File: config.mk
export PLATFORM = sky130hd
export DESIGN_NAME = clk_div_cfg_ctrl
export DESIGN_NICKNAME = d
export VERILOG_FILES = /design/src/rtl/clk_div_ctrl_pkg.sv /design/src/rtl/clk_div_cfg_ctrl_rr_arb2.sv /design/src/rtl/clk_div_cfg_ctrl.sv
export SDC_FILE = /design/constraint.sdc
export NUM_CORES = 1
export LEC_CHECK = 0
export ABC_AREA = 1
export BUFFER_PORTS_ARGS = -buffer_cell sky130_fd_sc_hd__buf_2
export CAP_MARGIN = 30
export CORE_MARGIN = 2
export CORE_UTILIZATION = 60
export CTS_CLUSTER_SIZE = 14
export DETAILED_ROUTE_END_ITERATION = 8
export PLACE_DENSITY = 0.84
export SLEW_MARGIN = 25
export SYNTH_ARGS = -nofsm -noshare
export SYNTH_HDL_FRONTEND = slang
export SYNTH_HIERARCHICAL = 1
export SYNTH_SLANG_ARGS = --single-unit
File: constraint.sdc
create_clock -name i_clk_ref -period 3.73 [get_ports i_clk_ref]
set_clock_uncertainty 0.1 [all_clocks]
set_input_delay 0.1865 -clock i_clk_ref [delete_from_list [all_inputs] [get_ports i_clk_ref]]
set_output_delay 0.1865 -clock i_clk_ref [all_outputs]
set_load 0.02 [all_outputs]
File: src/rtl/clk_div_ctrl_pkg.sv
// Shared state encoding and default sizing for the divider configuration controller.
package clk_div_ctrl_pkg;

  localparam int RATIO_W_DEF    = 8;
  localparam int RST_RATIO_DEF  = 32;
  localparam int SETTLE_CYC_DEF = 2;

  typedef enum logic [1:0] {
    ST_IDLE   = 2'd0,
    ST_DRAIN  = 2'd1,
    ST_SETTLE = 2'd2
  } state_t;

  // What the current DRAIN/SETTLE pass is doing: a ratio change or a gate transition.
  typedef enum logic [1:0] {
    OP_REQ      = 2'd0,
    OP_GATE_OFF = 2'd1,
    OP_GATE_ON  = 2'd2
  } op_t;

endpackage

File: src/rtl/clk_div_cfg_ctrl_rr_arb2.sv
// Two-input round-robin arbiter; the pointer moves past the winner whenever a grant is taken.
module rr_arb2 (
  input  logic       clk,
  input  logic       rst_n,
  input  logic [1:0] req,
  input  logic       adv,
  output logic       gnt_vld,
  output logic       gnt_id
);

  logic ptr_reg;
  logic ptr_next;

  assign gnt_vld = |req;
  // On contention the pointer decides; otherwise the sole requester wins.
  assign gnt_id  = (req[0] & req[1]) ? ptr_reg : req[1];

  always_comb begin
    ptr_next = ptr_reg;
    if (adv && gnt_vld) begin
      ptr_next = ~gnt_id;
    end
  end

  always_ff @(posedge clk) begin
    if (!rst_n) begin
      ptr_reg <= 1'b0;
    end else begin
      ptr_reg <= ptr_next;
    end
  end

endmodule

File: src/rtl/clk_div_cfg_ctrl.sv
// Divider ratio/enable controller: drains the current period, loads a new ratio, settles, then acks.
module clk_div_cfg_ctrl
  import clk_div_ctrl_pkg::*;
#(
  parameter int RATIO_W    = RATIO_W_DEF,
  parameter int RST_RATIO  = RST_RATIO_DEF,
  parameter int SETTLE_CYC = SETTLE_CYC_DEF
) (
  input  logic               i_clk_ref,
  input  logic               i_rst_n,
  input  logic [1:0]         i_req,
  input  logic [RATIO_W-1:0] i_ratio0,
  input  logic [RATIO_W-1:0] i_ratio1,
  input  logic               i_gate,
  output logic               o_div_en,
  output logic [RATIO_W-1:0] o_div_ratio,
  output logic [1:0]         o_ack,
  output logic [1:0]         o_nack,
  output logic               o_busy
);

  localparam logic [RATIO_W-1:0] SETTLE_INIT = RATIO_W'(SETTLE_CYC - 1);
  localparam logic [RATIO_W-1:0] ONE         = RATIO_W'(1);

  state_t             state_reg, state_next;
  op_t                op_reg, op_next;
  logic               div_en_reg, div_en_next;
  logic [RATIO_W-1:0] div_ratio_reg, div_ratio_next;
  logic [RATIO_W-1:0] cnt_reg, cnt_next;
  logic [RATIO_W-1:0] cap_ratio_reg, cap_ratio_next;
  logic               gid_reg, gid_next;
  logic [1:0]         ack_reg, ack_next;
  logic [1:0]         nack_reg, nack_next;
  logic               busy_reg;

  logic [1:0]         req_eff;
  logic               gnt_vld, gnt_id;
  logic [RATIO_W-1:0] gnt_ratio;
  logic               is_idle, gate_off_go, gate_on_go, grant_take;
  logic               ratio_zero, ratio_same, cnt_zero;
  logic               imm_nack, imm_ack, done_ack;

  // A requester whose response is on the wire this cycle is still holding req; mask it.
  assign req_eff     = i_req & ~(ack_reg | nack_reg);
  assign gnt_ratio   = gnt_id ? i_ratio1 : i_ratio0;
  assign is_idle     = (state_reg == ST_IDLE);
  assign gate_off_go = is_idle &  i_gate &  div_en_reg;
  assign gate_on_go  = is_idle & ~i_gate & ~div_en_reg;
  assign grant_take  = is_idle & ~gate_off_go & ~gate_on_go & gnt_vld;
  assign ratio_zero  = (gnt_ratio == '0);
  assign ratio_same  = (gnt_ratio == div_ratio_reg) && (div_en_reg == ~i_gate);
  assign cnt_zero    = (cnt_reg == '0);
  assign imm_nack    = grant_take & ratio_zero;
  assign imm_ack     = grant_take & ~ratio_zero & ratio_same;
  assign done_ack    = (state_reg == ST_SETTLE) & cnt_zero & (op_reg == OP_REQ);

  rr_arb2 u_arb (
    .clk     (i_clk_ref),
    .rst_n   (i_rst_n),
    .req     (req_eff),
    .adv     (grant_take),
    .gnt_vld (gnt_vld),
    .gnt_id  (gnt_id)
  );

  genvar gi;
  generate
    for (gi = 0; gi < 2; gi++) begin : g_resp
      assign ack_next[gi]  = (imm_ack & (gnt_id == 1'(gi))) | (done_ack & (gid_reg == 1'(gi)));
      assign nack_next[gi] = imm_nack & (gnt_id == 1'(gi));
    end
  endgenerate

  always_ff @(posedge i_clk_ref) begin
    if (!i_rst_n) begin
      state_reg     <= ST_IDLE;
      op_reg        <= OP_REQ;
      div_en_reg    <= 1'b1;
      div_ratio_reg <= RATIO_W'(RST_RATIO);
      cnt_reg       <= '0;
      cap_ratio_reg <= '0;
      gid_reg       <= 1'b0;
      ack_reg       <= '0;
      nack_reg      <= '0;
      busy_reg      <= 1'b0;
    end else begin
      state_reg     <= state_next;
      op_reg        <= op_next;
      div_en_reg    <= div_en_next;
      div_ratio_reg <= div_ratio_next;
      cnt_reg       <= cnt_next;
      cap_ratio_reg <= cap_ratio_next;
      gid_reg       <= gid_next;
      ack_reg       <= ack_next;
      nack_reg      <= nack_next;
      busy_reg      <= (state_next != ST_IDLE);
    end
  end

  always_comb begin
    state_next = state_reg;
    case (state_reg)
      ST_IDLE: begin
        if (gate_off_go) begin
          state_next = ST_DRAIN;
        end else if (gate_on_go) begin
          state_next = ST_SETTLE;
        end else if (grant_take && !ratio_zero && !ratio_same) begin
          state_next = ST_DRAIN;
        end
      end
      ST_DRAIN: begin
        if (cnt_zero) begin
          state_next = (op_reg == OP_GATE_OFF) ? ST_IDLE : ST_SETTLE;
        end
      end
      ST_SETTLE: begin
        if (cnt_zero) begin
          state_next = ST_IDLE;
        end
      end
      default: state_next = ST_IDLE;
    endcase
  end

  always_comb begin
    op_next        = op_reg;
    div_en_next    = div_en_reg;
    div_ratio_next = div_ratio_reg;
    cnt_next       = cnt_reg;
    cap_ratio_next = cap_ratio_reg;
    gid_next       = gid_reg;
    case (state_reg)
      ST_IDLE: begin
        if (gate_off_go) begin
          // Let the running period finish before stopping the divider.
          op_next  = OP_GATE_OFF;
          cnt_next = div_ratio_reg - ONE;
        end else if (gate_on_go) begin
          op_next  = OP_GATE_ON;
          cnt_next = SETTLE_INIT;
        end else if (grant_take) begin
          gid_next       = gnt_id;
          cap_ratio_next = gnt_ratio;
          if (!ratio_zero && !ratio_same) begin
            op_next     = OP_REQ;
            div_en_next = 1'b0;
            cnt_next    = div_ratio_reg - ONE;
          end
        end
      end
      ST_DRAIN: begin
        if (!cnt_zero) begin
          cnt_next = cnt_reg - ONE;
        end else if (op_reg == OP_GATE_OFF) begin
          div_en_next = 1'b0;
        end else begin
          div_ratio_next = cap_ratio_reg;
          cnt_next       = SETTLE_INIT;
        end
      end
      ST_SETTLE: begin
        if (!cnt_zero) begin
          cnt_next = cnt_reg - ONE;
        end else begin
          div_en_next = ~i_gate;
        end
      end
      default: ;
    endcase
  end

  assign o_div_en    = div_en_reg;
  assign o_div_ratio = div_ratio_reg;
  assign o_ack       = ack_reg;
  assign o_nack      = nack_reg;
  assign o_busy      = busy_reg;

endmodule
# ---- After elaboration in Yosys (flattened, before gate mapping)
# Cells that the tools add are included.
dict set report totals {
  latch_bits 0
  ff_bits 36
  wordCells 111
  input_bits 21
  out_inout_bits 14
  mem_count 0
  rom_bits 0
  mem_bits_rw 0
}
dict set report classes {
  n_bitwise 32
  n_reduce_logical 21
  multipliers 0
  addsub 2
  n_mux 29
  div_mod_pow 0
  magnitude_cmp 0
  n_eq_ne 16
  n_shift 0
}
# cell n
set op_table {}
lappend op_table {{2-to-1 mux 8 bit} 8}
lappend op_table {{one-hot mux 8 bit (3 select lines)} 1}
lappend op_table {{2-to-1 mux 2 bit} 10}
lappend op_table {{bitwise AND 1 bit} 19}
lappend op_table {{zero test 8 bit} 2}
lappend op_table {{subtractor 8 x 1 -> 8 bit (second input constant)} 2}
lappend op_table {{!= test 2 bit (second input constant)} 6}
lappend op_table {{nonzero test 3 bit} 3}
lappend op_table {{equality test 8 bit} 1}
lappend op_table {{2-to-1 mux 1 bit} 8}
lappend op_table {{!= test 4 x 1 -> 1 bit (second input constant)} 2}
lappend op_table {{NOT 1 bit} 8}
lappend op_table {{AND reduction 8 bit} 1}
lappend op_table {{one-hot mux 2 bit (3 select lines)} 1}
lappend op_table {{AND reduction 3 bit} 2}
lappend op_table {{logical AND 1 bit} 5}
lappend op_table {{AND reduction 5 bit} 1}
lappend op_table {{equality test 2 x 1 -> 1 bit (second input constant)} 2}
lappend op_table {{zero test 2 bit} 2}
lappend op_table {{!= test 2 x 1 -> 1 bit (second input constant)} 2}
lappend op_table {{AND reduction 4 bit} 1}
lappend op_table {{!= test 3 bit (second input constant)} 1}
lappend op_table {{one-hot mux 1 bit (3 select lines)} 1}
lappend op_table {{bitwise AND 2 bit} 1}
lappend op_table {{8 further kinds} 10}

# ---- Longest topological paths before layout
dict set report logic_depth {
  ltp_word 15
  ltp_mapped 19
}

# ---- By module
# The synthesis kept the hierarchy.
# module instances area_per_inst_um2 cells_each
set modules_own_cells {}
lappend modules_own_cells {clk_div_cfg_ctrl 1 2234.6 348}
lappend modules_own_cells {rr_arb2 1 62.6 9}

# ---- Worst setup path after synthesis
# Ideal clock, no wire load.
dict set report synth_timing {
  path_kind {register to register}
  start {register nack_reg[1], in the netlist o_nack[1]}
  end {register cnt_reg[0]}
  synth_period_minus_slack_ps 2266
  stages_incl_launch_ff 16
  path_buffers 3
  arrival_ps 2051
  setup_ps 115
  setup_slack_ps 1464
  t_required_ps 3515
  path_cell_list {dfxtp_1 -> nor3b_1 -> a21boi_1 -> buf_6 -> inv_4 -> buf_8 -> nand2_4 -> nand2_2 -> xor2_1 -> nor2_1 -> nand3_2 -> inv_2 -> o21ai_4 -> buf_6 -> a21oi_1 -> nor2_1}
}
dict set report synth_between {
  elab_chain_cells 12
  word_cells_on_any_way 17
}
# element line
set synth_rtl {}
lappend synth_rtl {{start: declaration} clk_div_cfg_ctrl.sv:33} ;# logic [1:0] nack_reg, nack_next;
lappend synth_rtl {{start signal: assignment} clk_div_cfg_ctrl.sv:95} ;# nack_reg <= nack_next;
lappend synth_rtl {{bitwise OR 2 bit *} clk_div_cfg_ctrl.sv:44} ;# assign req_eff = i_req & ~(ack_reg | nack_reg);
lappend synth_rtl {{NOT 2 bit *} clk_div_cfg_ctrl.sv:44}
lappend synth_rtl {{bitwise AND 2 bit *} clk_div_cfg_ctrl.sv:44}
lappend synth_rtl {{net req_eff[1]} clk_div_cfg_ctrl.sv:36} ;# logic [1:0] req_eff;
lappend synth_rtl {{bitwise AND 1 bit} clk_div_cfg_ctrl_rr_arb2.sv:16} ;# assign gnt_id = (req[0] & req[1]) ? ptr_reg : req[1];
lappend synth_rtl {{2-to-1 mux 1 bit *} clk_div_cfg_ctrl_rr_arb2.sv:16}
lappend synth_rtl {{net gnt_id} clk_div_cfg_ctrl.sv:37} ;# logic gnt_vld, gnt_id;
lappend synth_rtl {{2-to-1 mux 8 bit *} clk_div_cfg_ctrl.sv:45} ;# assign gnt_ratio = gnt_id ? i_ratio1 : i_ratio0;
lappend synth_rtl {{equality test 8 bit} clk_div_cfg_ctrl.sv:51} ;# assign ratio_same = (gnt_ratio == div_ratio_reg) && (div_en_reg == ~i_gate);
lappend synth_rtl {{logical AND 1 bit} clk_div_cfg_ctrl.sv:51}
lappend synth_rtl {{zero test 1 bit} clk_div_cfg_ctrl.sv:145} ;# if (!ratio_zero && !ratio_same) begin
lappend synth_rtl {{logical AND 1 bit *} clk_div_cfg_ctrl.sv:145}
lappend synth_rtl {{!= test 4 x 1 -> 1 bit (no line) *} n/a}
lappend synth_rtl {{AND reduction 5 bit (no line) *} n/a}
lappend synth_rtl {{end signal: assignment} clk_div_cfg_ctrl.sv:91} ;# cnt_reg <= cnt_next;
lappend synth_rtl {{end: declaration} clk_div_cfg_ctrl.sv:29} ;# logic [RATIO_W-1:0] cnt_reg, cnt_next;
# Mark *: on every way through the listed nets, which the timed path passes. The rest lies on a longest branch.
# A chain may end at the register's enable or synchronous reset.

# ---- Worst setup path after layout
dict set report layout_timing {
  start {register nack_reg[1], in the netlist o_nack[1]}
  end {register cnt_reg[2]}
}
# Same word-level chain as after synthesis.

==> results.json <==
{
  "antennaDiodeCount": 0,
  "ys_types": 36,
  "finalCritPeriodShare_pct": 68.5,
  "worstPathArrival_ns": 2.66,
  "min_period_ns": 2.55,
  "clk_transition_reported_paths_ns": 0.08,
  "cp-start-kind": "flip-flop",
  "synth-seq-area-share_pct": 31.4,
  "crit_buf_inv": 3,
  "clock-root-buffer": "clkbuf_8",
  "die_w_um": 65.9,
  "fin_cells": 440,
  "totalWireLength_mm": 5.39,
  "cts_buffers": 5,
  "gr-usage-all-layers_pct": 26.6,
  "critical_path_class": "reg -> reg",
  "critPathRequiredTime_ns": 3.83,
  "rsz0062_at_grt": "false",
  "syn_nets": 385,
  "grt_pass1_vias": 2071,
  "htree_levels": 2,
  "layout-drive-gt1-share_pct": 15.3,
  "area_delta_synth_final_pct": 12.6,
  "clk_path_buf_depth": 2,
  "syn_avg_cell_area_um2": 6.43,
  "antenna_found_initial": 0,
  "max_stage_delay_ns": 0.35,
  "clkSinkCount": 36,
  "hp-start": "i_gate",
  "gp_congestion": 0.888,
  "ir_drop_mv": 0.364,
  "wl_per_cell_um": 12.3,
  "crit_start": "o_nack[1]",
  "firstDrtPassIters": 5,
  "grt_pass1_wl_mm": 8.96,
  "hold_violations": 0,
  "port-buffer-count": 34,
  "io_pins": 35,
  "start_util_pct": 62.7,
  "cp_max_fo": 17,
  "vias": 2364,
  "tns_ns": 0,
  "drc": 0,
  "die_h_um": 65.9,
  "maxSlewHeadroom_pct": 70.3,
  "synthCells": 357,
  "ys_ff_latch": 36,
  "clk_latency_ns": 0.30,
  "cp_slowest_cell": "o21ai_4",
  "post_cts_buffers": 0,
  "tightest_slew_ns": 0.445,
  "r2r-start": "o_nack[1]",
  "finalSetupViolations": 0,
  "outcome": "completed",
  "dp.cells": 432,
  "cp-end-kind": "flip-flop",
  "routed_via_density": 5.37,
  "ys_warn_count": 6,
  "cts_tree": "yes",
  "max_freq_ghz": 0.392,
  "cellPowerDensity_nw_per_um2": 740,
  "crit_chain": "nor3b_1 -> a21boi_1 -> buf_4 -> inv_4 -> nand2_1 -> nand2_1 -> nand2_1 -> nand2_1 -> nand2_1 -> nor2_1 -> nand3_2 -> inv_2 -> o21ai_4 -> nand3_1 -> nand2_1 -> nor2_1",
  "critPathMostFrequentCell": "nand2_1",
  "hold_path.class": "in -> reg",
  "hpwl_mm": 3.83,
  "die_area_um2": 4340,
  "p_leak_nw": 1.34,
  "drtIter0Drc": 198,
  "rows": 22,
  "design.core.area_um2": 3660,
  "num-nets-final": 419,
  "ant_nets": 0,
  "grt_overflow": 0,
  "drv_slew": 0,
  "cts_resized": 0,
  "syn_area_um2": 2300,
  "maxCapViolations": 0,
  "grt_max_degree": 27,
  "worst_path_dominant_cell_family": "simple AND/OR/NAND/NOR gates",
  "cts_hold_buf": 0
}
stage by stage:
stage          setup WS [ns]  utilization (%)  hold WS, ns  total power [mW]  instance area, um^2
2_1_floorplan           1.46                -        0.208              1.35                 2300
3_3_place_gp            1.31             67.5        0.351              1.51                 2470
3_5_place_dp            1.23             67.5        0.354              1.53                 2470
4_1_cts                 1.22             70.7       0.0467              1.91                 2590
5_1_grt                0.909             70.7       0.0886              2.07                 2590
6_report                1.18             70.7       0.0505              1.91                 2590
power breakdown:
group / internal [mW] / switching [mW]
registers: 0.495 / 0.0858
clock network: 0.201 / 0.162
logic: 0.355 / 0.615
final timing paths:
path,endpoint,cells past startpoint,slack [ns]
min reg2reg,cap_ratio_reg[0],2,0.36
max,cnt_reg[2],16,1.18
max reg2reg,cnt_reg[2],16,1.18
min,o_div_en,4,0.05
worst min-delay path: cells and delay by family:
family	cells	cell delay (ns)
buffers and inverters	1	0.10
and+or+nand+nor	3	0.12
cell families after synthesis:
group / synth area share, %
AND/OR/NAND/NOR: 33.7
flip-flops: 31.4
adder cells (fa/ha/maj): 3.81
AO/OA/AOI/OAI: 14.7
XOR/XNOR: 4.58
buffers and inverters: 11.8
synth_stat cells:
library cell	count	area share, %
o22ai_1	5	1.4
buf_2	2	0.44
inv_2	2	0.33
ha_1	7	3.8
nor2_4	1	0.49
dfxtp_1	36	31
a21oi_1	28	6.1
o21ai_2	1	0.38
a21boi_1	1	0.33
nor2_1	42	6.9
nor2_2	1	0.27
xnor2_1	2	0.76
o31ai_1	2	0.65
or2_1	1	0.27
nand2_1	95	16
nor3b_1	2	0.65
xor2_1	10	3.8
buf_6	2	0.98
o21ai_4	1	0.71
and2_1	1	0.27
nand3_1	24	5.2
a31oi_1	4	1.1
buf_8	1	0.65
clkinv_1	1	0.16
inv_1	49	8.0
nand2_4	1	0.49
clkbuf_1	2	0.33
o211ai_1	2	0.65
a21oi_2	1	0.38
inv_4	1	0.27
nand3_2	2	0.87
nand4_1	2	0.54
o21ai_0	14	3.1
nor3_1	4	0.87
nand2_2	5	1.4
buf_4	2	0.65
layer usage:
metal	track usage (%)	share of wire, %	up-vias
met5	0	0	-
met4	10.4	2.0	0
met3	4.77	6.7	14
met2	44.3	46	85
met1	34.0	45	1066
li1	-	-	1199
layout make-up:
cell class / instances / area (um^2)
Tap cell: 48 / 60.1
Sequential cell: 36 / 721
Timing Repair Buffer: 36 / 185
Clock inverter: 3 / 46.3
Fill cell: 319 / 1070
Inverter: 53 / 201
Clock buffer: 5 / 68.8
Multi-Input combinational cell: 259 / 1310
cells in the final DEF, fill, tap and decap left out, types with 2 or more instances in the layout:
| master | synthesis | routed |
|---|---|---|
| nand2_1 | 95 | 95 |
| nor2_1 | 42 | 42 |
| o31ai_1 | 2 | 2 |
| inv_1 | 49 | 49 |
| nor3b_1 | 2 | 2 |
| buf_2 | 2 | 34 |
| xnor2_1 | 2 | 2 |
| inv_2 | 2 | 2 |
| a31oi_1 | 4 | 4 |
| ha_1 | 7 | 7 |
| nor3_1 | 4 | 4 |
| a21oi_1 | 28 | 28 |
| dfxtp_1 | 36 | 36 |
| xor2_1 | 10 | 10 |
| buf_4 | 2 | 2 |
| o21ai_0 | 14 | 14 |
| o211ai_1 | 2 | 2 |
| clkbuf_8 | 0 | 5 |
| nand3_1 | 24 | 24 |
| nand2_2 | 5 | 5 |
| nand3_2 | 2 | 2 |
| nand4_1 | 2 | 2 |
| o22ai_1 | 5 | 5 |
(Power assumes the default switching activity.)
